--- src/rtl/raster_engine_pkg.sv ---
// raster_engine_pkg: framebuffer geometry, command and FSM state types shared by the raster path and scanout
package raster_engine_pkg;
  localparam int FB_WIDTH = 160;
  localparam int FB_HEIGHT = 120;
  localparam int FB_ADDR_W = 15;
  localparam int FB_PIXELS = FB_WIDTH * FB_HEIGHT;
  typedef enum logic [1:0] {CMD_FILL, CMD_POINT, CMD_LINE, CMD_NOP} raster_command_t;
  typedef enum logic [1:0] {S_IDLE, S_SETUP, S_DRAW} raster_state_t;
endpackage

--- src/rtl/raster_engine_if.sv ---
// raster_engine_if: CPU command side (cmd, x0..y1, colour, execute_request, busy) and framebuffer write port (fb_addr, fb_data, fb_we)
interface raster_engine_if;
  import raster_engine_pkg::*;
  raster_command_t cmd;
  logic [7:0] x0, y0, x1, y1;
  logic [2:0] colour;
  logic execute_request;
  logic busy;
  logic [FB_ADDR_W-1:0] fb_addr;
  logic [2:0] fb_data;
  logic fb_we;
  modport master (output cmd, x0, y0, x1, y1, colour, execute_request, input busy, fb_addr, fb_data, fb_we);
  modport slave (input cmd, x0, y0, x1, y1, colour, execute_request, output busy, fb_addr, fb_data, fb_we);
endinterface

--- src/rtl/raster_engine_line_stepper.sv ---
// raster_line_stepper: Bresenham cursor; load captures endpoints and deltas, step advances one pixel, done marks the end point
module raster_line_stepper (
  input  logic              clk,
  input  logic              rst,
  input  logic              load,
  input  logic              step,
  input  logic [7:0]        x0,
  input  logic [7:0]        y0,
  input  logic [7:0]        x1,
  input  logic [7:0]        y1,
  output logic signed [8:0] x,
  output logic signed [8:0] y,
  output logic              done
);
  logic signed [10:0] dx, dy, err;
  logic signed [11:0] e2;
  logic [7:0] adx, ady, xe, ye;
  logic sx, sy, step_x, step_y;
  assign adx = x1 >= x0 ? x1 - x0 : x0 - x1;
  assign ady = y1 >= y0 ? y1 - y0 : y0 - y1;
  assign e2 = {err, 1'b0};
  assign step_x = e2 >= 12'(dy);
  assign step_y = e2 <= 12'(dx);
  assign done = x == $signed({1'b0, xe}) && y == $signed({1'b0, ye});
  always_ff @(posedge clk)
    if (rst) begin
      x <= '0;
      y <= '0;
      xe <= '0;
      ye <= '0;
      dx <= '0;
      dy <= '0;
      err <= '0;
      sx <= 1'b0;
      sy <= 1'b0;
    end else if (load) begin
      x <= $signed({1'b0, x0});
      y <= $signed({1'b0, y0});
      xe <= x1;
      ye <= y1;
      dx <= $signed({3'b0, adx});
      dy <= -$signed({3'b0, ady});
      err <= $signed({3'b0, adx}) - $signed({3'b0, ady});
      sx <= x1 < x0;
      sy <= y1 < y0;
    end else if (step && !done) begin
      err <= err + (step_x ? dy : 11'sd0) + (step_y ? dx : 11'sd0);
      x <= step_x ? (sx ? x - 9'sd1 : x + 9'sd1) : x;
      y <= step_y ? (sy ? y - 9'sd1 : y + 9'sd1) : y;
    end
endmodule

--- src/rtl/raster_engine.sv ---
// raster_engine: accepts one raster command per handshake and writes one framebuffer pixel per clock while busy
// ports: clk, rst_sync (sync active-high), bus (raster_engine_if.slave: command in, busy and fb write port out)
module raster_engine
  import raster_engine_pkg::*;
(
  input logic            clk,
  input logic            rst_sync,
  raster_engine_if.slave bus
);
  raster_state_t state, state_n;
  raster_command_t cmd_q;
  logic [7:0] x0_q, y0_q, x1_q, y1_q;
  logic [2:0] colour_q;
  logic [FB_ADDR_W-1:0] fill_cnt, pix_addr;
  logic signed [8:0] cx, cy;
  logic line_done, last, on_screen;
  raster_line_stepper stepper (
    .clk(clk),
    .rst(rst_sync),
    .load(state == S_SETUP),
    .step(state == S_DRAW && cmd_q == CMD_LINE),
    .x0(x0_q),
    .y0(y0_q),
    .x1(x1_q),
    .y1(y1_q),
    .x(cx),
    .y(cy),
    .done(line_done)
  );
  // Off-screen cursor positions still consume a DRAW cycle; only the strobe is suppressed.
  assign on_screen = int'(cx) < FB_WIDTH && int'(cy) < FB_HEIGHT;
  assign pix_addr = FB_ADDR_W'(int'(cy[7:0]) * FB_WIDTH + int'(cx[7:0]));
  assign last = cmd_q == CMD_FILL ? fill_cnt == FB_ADDR_W'(FB_PIXELS - 1) : cmd_q == CMD_POINT ? 1'b1 : line_done;
  always_ff @(posedge clk) state <= rst_sync ? S_IDLE : state_n;
  always_comb begin
    state_n = state;
    case (state)
      S_IDLE:  state_n = bus.execute_request ? S_SETUP : S_IDLE;
      S_SETUP: state_n = cmd_q == CMD_NOP ? S_IDLE : S_DRAW;
      S_DRAW:  state_n = last ? S_IDLE : S_DRAW;
      default: state_n = S_IDLE;
    endcase
  end
  always_comb begin
    bus.busy = state != S_IDLE;
    bus.fb_we = state == S_DRAW && (cmd_q == CMD_FILL || on_screen);
    bus.fb_addr = cmd_q == CMD_FILL ? fill_cnt : pix_addr;
    bus.fb_data = colour_q;
  end
  always_ff @(posedge clk)
    if (rst_sync) begin
      cmd_q <= CMD_FILL;
      x0_q <= '0;
      y0_q <= '0;
      x1_q <= '0;
      y1_q <= '0;
      colour_q <= '0;
    end else if (state == S_IDLE && bus.execute_request) begin
      cmd_q <= bus.cmd;
      x0_q <= bus.x0;
      y0_q <= bus.y0;
      x1_q <= bus.x1;
      y1_q <= bus.y1;
      colour_q <= bus.colour;
    end
  always_ff @(posedge clk) fill_cnt <= (rst_sync || state != S_DRAW) ? '0 : fill_cnt + 1'b1;
endmodule

--- src/flat_wrapper.sv ---
// flat-port wrapper written by rule: the top's interface ports become plain ports
module raster_engine_flat import raster_engine_pkg::*;
  (clk, rst_sync, bus_cmd, bus_x0, bus_y0, bus_x1, bus_y1, bus_colour, bus_execute_request, bus_busy, bus_fb_addr, bus_fb_data, bus_fb_we);
  raster_engine_if bus_i ();
  input logic clk;
  input logic rst_sync;
  input wire logic [$bits(bus_i.cmd)-1:0] bus_cmd;
  input wire logic [$bits(bus_i.x0)-1:0] bus_x0;
  input wire logic [$bits(bus_i.y0)-1:0] bus_y0;
  input wire logic [$bits(bus_i.x1)-1:0] bus_x1;
  input wire logic [$bits(bus_i.y1)-1:0] bus_y1;
  input wire logic [$bits(bus_i.colour)-1:0] bus_colour;
  input wire logic [$bits(bus_i.execute_request)-1:0] bus_execute_request;
  output wire logic [$bits(bus_i.busy)-1:0] bus_busy;
  output wire logic [$bits(bus_i.fb_addr)-1:0] bus_fb_addr;
  output wire logic [$bits(bus_i.fb_data)-1:0] bus_fb_data;
  output wire logic [$bits(bus_i.fb_we)-1:0] bus_fb_we;
  assign bus_i.cmd = bus_cmd;
  assign bus_i.x0 = bus_x0;
  assign bus_i.y0 = bus_y0;
  assign bus_i.x1 = bus_x1;
  assign bus_i.y1 = bus_y1;
  assign bus_i.colour = bus_colour;
  assign bus_i.execute_request = bus_execute_request;
  assign bus_busy = bus_i.busy;
  assign bus_fb_addr = bus_i.fb_addr;
  assign bus_fb_data = bus_i.fb_data;
  assign bus_fb_we = bus_i.fb_we;
  raster_engine u_core (.clk(clk), .rst_sync(rst_sync), .bus(bus_i));
endmodule
--- config.mk ---
export PLATFORM = sky130hd
export DESIGN_NAME = raster_engine_flat
export DESIGN_NICKNAME = d
export VERILOG_FILES = /design/src/rtl/raster_engine_pkg.sv /design/src/rtl/raster_engine_if.sv /design/src/rtl/raster_engine_line_stepper.sv /design/src/rtl/raster_engine.sv /design/src/flat_wrapper.sv
export SDC_FILE = /design/constraint.sdc
export NUM_CORES = 1
export LEC_CHECK = 0
export CAP_MARGIN = 10
export CORE_MARGIN = 2
export CORE_UTILIZATION = 45
export DETAILED_ROUTE_END_ITERATION = 7
export HOLD_SLACK_MARGIN = 0.05
export PLACE_DENSITY = 0.63
export REMOVE_ABC_BUFFERS = 1
export SYNTH_ARGS = -nofsm -noshare
export SYNTH_HDL_FRONTEND = slang
export SYNTH_SLANG_ARGS = --single-unit
export TNS_END_PERCENT = 10
--- constraint.sdc ---
create_clock -name clk -period 9.8 [get_ports clk]
set_input_delay 2.45 -clock clk [delete_from_list [all_inputs] [get_ports clk]]
set_output_delay 2.45 -clock clk [all_outputs]
set_load 0.03 [all_outputs]
==> out/qor.yml <==
async_flop_share_pct: 0
clockBufferDepth: 2
min_path_cells: 2
area_growth_pct: 15.9
fin_ws_ns: 3.83
rsz0062_at_grt: "no"
layout_commonest_cell: "nand2_1"
place_congestion: 0.836
core_area_sq_um: 19300
numPortBuffers: 59
ios: 60
min-delay-start: "u_core.bus.fb_data[2]"
synth_fa_ha_area_share_pct: 18.0
yosysWarnings: 0
peakVddDrop_v: 0.000130
end_kind: "primary output"
synth-edff-count: 0
skew_ns: 0.0121
power_density_nw_per_um2: 194
crit_start: "u_core.stepper.y[3]"
cts-root-buf: "clkbuf_16"
vias: 7695
clock_latency_ns: 0.44
gr-total-overflow: 0
first_iter_violations: 438
synth-simple-area-share_pct: 18.9
timing.final.crit_share_pct: 61.0
hold_path.class: "flop to flop"
cts_sinks: 120
hold_buffers: 0
final_cell_mix: "nand2_1 (178), dfxtp_1 (120), a21oi_1 (118)"
cp_max_fo: 6
r2r-end: "u_core.stepper.err[9]"
dieArea_sq_um: 20700
synth.distinct_cells: 71
initial_core_util_pct: 45.6
ys.flop_type: "dfxtp_1"
fmax_ghz: 0.167
synth_seq_cells: 120
core.rowCount: 51
pre_cts_ws_ns: 4.32
die_x_um: 144
clk_pin_slew_worst_paths_ns: 0.06
path_class: "flop to primary output"
die_h_um: 144
grt_pass1_wl_mm: 36.8
grt_pass1_vias: 7339
crit_arrival_ns: 3.52
worstPathRequired_ns: 7.35
synth_mux_area_share_pct: 2.16
ctsResizeCount: 0
drt-vias-per-instance: 5.40
synth.area.top_cells: "dfxtp_1 (27%), ha_1 (14%), nand2_1 (7.6%), a21oi_1 (6.7%), xnor2_1 (4.3%)"
tightestPinTransition_ns: 1.10
syn_area_sq_um: 8810
maxSlewHeadroom_pct: 26.0
place_hpwl_mm: 16.3
fin_crit_ns: 5.97
synth_top_area_cell: "dfxtp_1"
synth_area_per_cell_sq_um: 7.96
synth_compound_area_share_pct: 20.0
synth_top_family_by_area: "compound AO/OA/AOI/OAI gates"
wl_per_cell_um: 15.6
status: "finished clean"
cts_buffers: 17
setup_viol: 0
leakage_nw: 4.21
start_kind: "flop"
cts_tree: "done"
synth-xor-area-share_pct: 7.75
cts_max_level: 4
reg2reg_slack_ns: 4.85
cts_setup_buffers: 0
layout.nets: 1303
dp.cells: 1393
dr.pass1.iters: 8
synth_top_area_share_pct: 27.3
fin_cells: 1425
grt_max_degree: 90
reg2regPathDepth: 19
maxCapViolCount: 0
synthCells: 1107
drive_above_1_share_pct: 6.03
synth-seq-area-share_pct: 27.3
hold_end: "u_core.bus.fb_data[2]"
grt_usage_pct: 22.5
r2r-start: "u_core.stepper.dy[1]"
drc: 0
num_antenna_cells: 0
wl_mm: 22.2
hold_viol: 0
tns_ns: 0
drv_slew: 0
antenna_found_initial: 0
ant_nets: 0
## through the flow
stage / total power [W] / util, % / hold slack [ns] / instance area [sq um]
final: 0.00198 / 52.8 / 0.459 / 10200
after global routing: 0.00211 / 52.8 / 0.477 / 10200
after CTS: 0.00199 / 52.8 / 0.460 / 10200
after detailed placement: 0.00134 / 49.7 / 0.450 / 9610
after global placement: 0.00133 / 49.7 / 0.443 / 9610
after floorplan: 0.00114 / - / 0.430 / 8630
## power breakdown
| part | switching, W | internal, W | total, W |
|---|---|---|---|
| clock network | 0.000261 | 0.000388 | 0.000649 |
| registers | 0.0000395 | 0.000523 | 0.000562 |
| logic | 0.000451 | 0.000321 | 0.000772 |
| total | 0.000752 | 0.00123 | 0.00198 |
## cell families after synthesis
logic type,after synthesis
compound gates,279
simple gates,362
buf+inv,134
flops,120
xor+xnor,78
fa+ha+maj,116
mux,18
## how the worst max path moves through the flow
| stage | to | slack (ns) |
|---|---|---|
| floorplan | bus_fb_addr[13] | 4.61 |
| global placement | bus_fb_addr[13] | 4.33 |
| detailed placement | bus_fb_addr[13] | 4.32 |
| CTS | bus_fb_addr[13] | 3.85 |
| global route | bus_fb_addr[13] | 3.50 |
| finish | bus_fb_addr[13] | 3.83 |
## cells in the mapped netlist (all sizes together) (19+ instances only)
cell,instances
nor2,69
buf,19
xor2,35
nand2,180
o21ai,42
xnor2,43
clkbuf,26
a211oi,19
a21o,27
a21oi,122
dfxtp,120
inv,89
ha,98
## registers in the layout, summed over array words and instances (netlist names)
signal / cells
u_core.bus.fb_data: 3
u_core.cmd_q: 2
u_core.fill_cnt: 15
u_core.state: 2
u_core.stepper.dx: 8
u_core.stepper.dy: 11
u_core.stepper.err: 11
u_core.stepper.sx: 1
u_core.stepper.sy: 1
u_core.stepper.x: 9
u_core.stepper.xe: 8
u_core.stepper.y: 9
u_core.stepper.ye: 8
u_core.x0_q: 8
u_core.x1_q: 8
u_core.y0_q: 8
u_core.y1_q: 8
## final cells by class
type / instances / area [sq um]
fill: 1868 / 9120
multi-input combinational: 853 / 5900
clock inverter: 14 / 164
clock buffer: 18 / 439
inverter: 89 / 334
sequential: 120 / 2400
timing repair buffer: 66 / 641
tap: 265 / 332
## per-layer routing
layer | vias to the layer above | track usage, % | wire (um)
met5 | - | 0 | 0
met3 | 26 | 3.00 | 911
met1 | 3640 | 30.5 | 10700
met2 | 153 | 37.4 | 10400
li1 | 3876 | - | -
met4 | 0 | 6.81 | 311
## critical path, stage by stage (launching register included)
cell and delay (ns):
dfxtp_1 0.37, ha_1 0.30, ha_1 0.16, inv_1 0.05
fa_1 0.39, inv_1 0.07, a21oi_1 0.06, o21bai_1 0.22
xor2_1 0.28, nor3b_1 0.27, xnor2_1 0.09, o21ai_0 0.13
clkdlybuf4s50_1 0.69
Power figures use the tool's default switching activity.
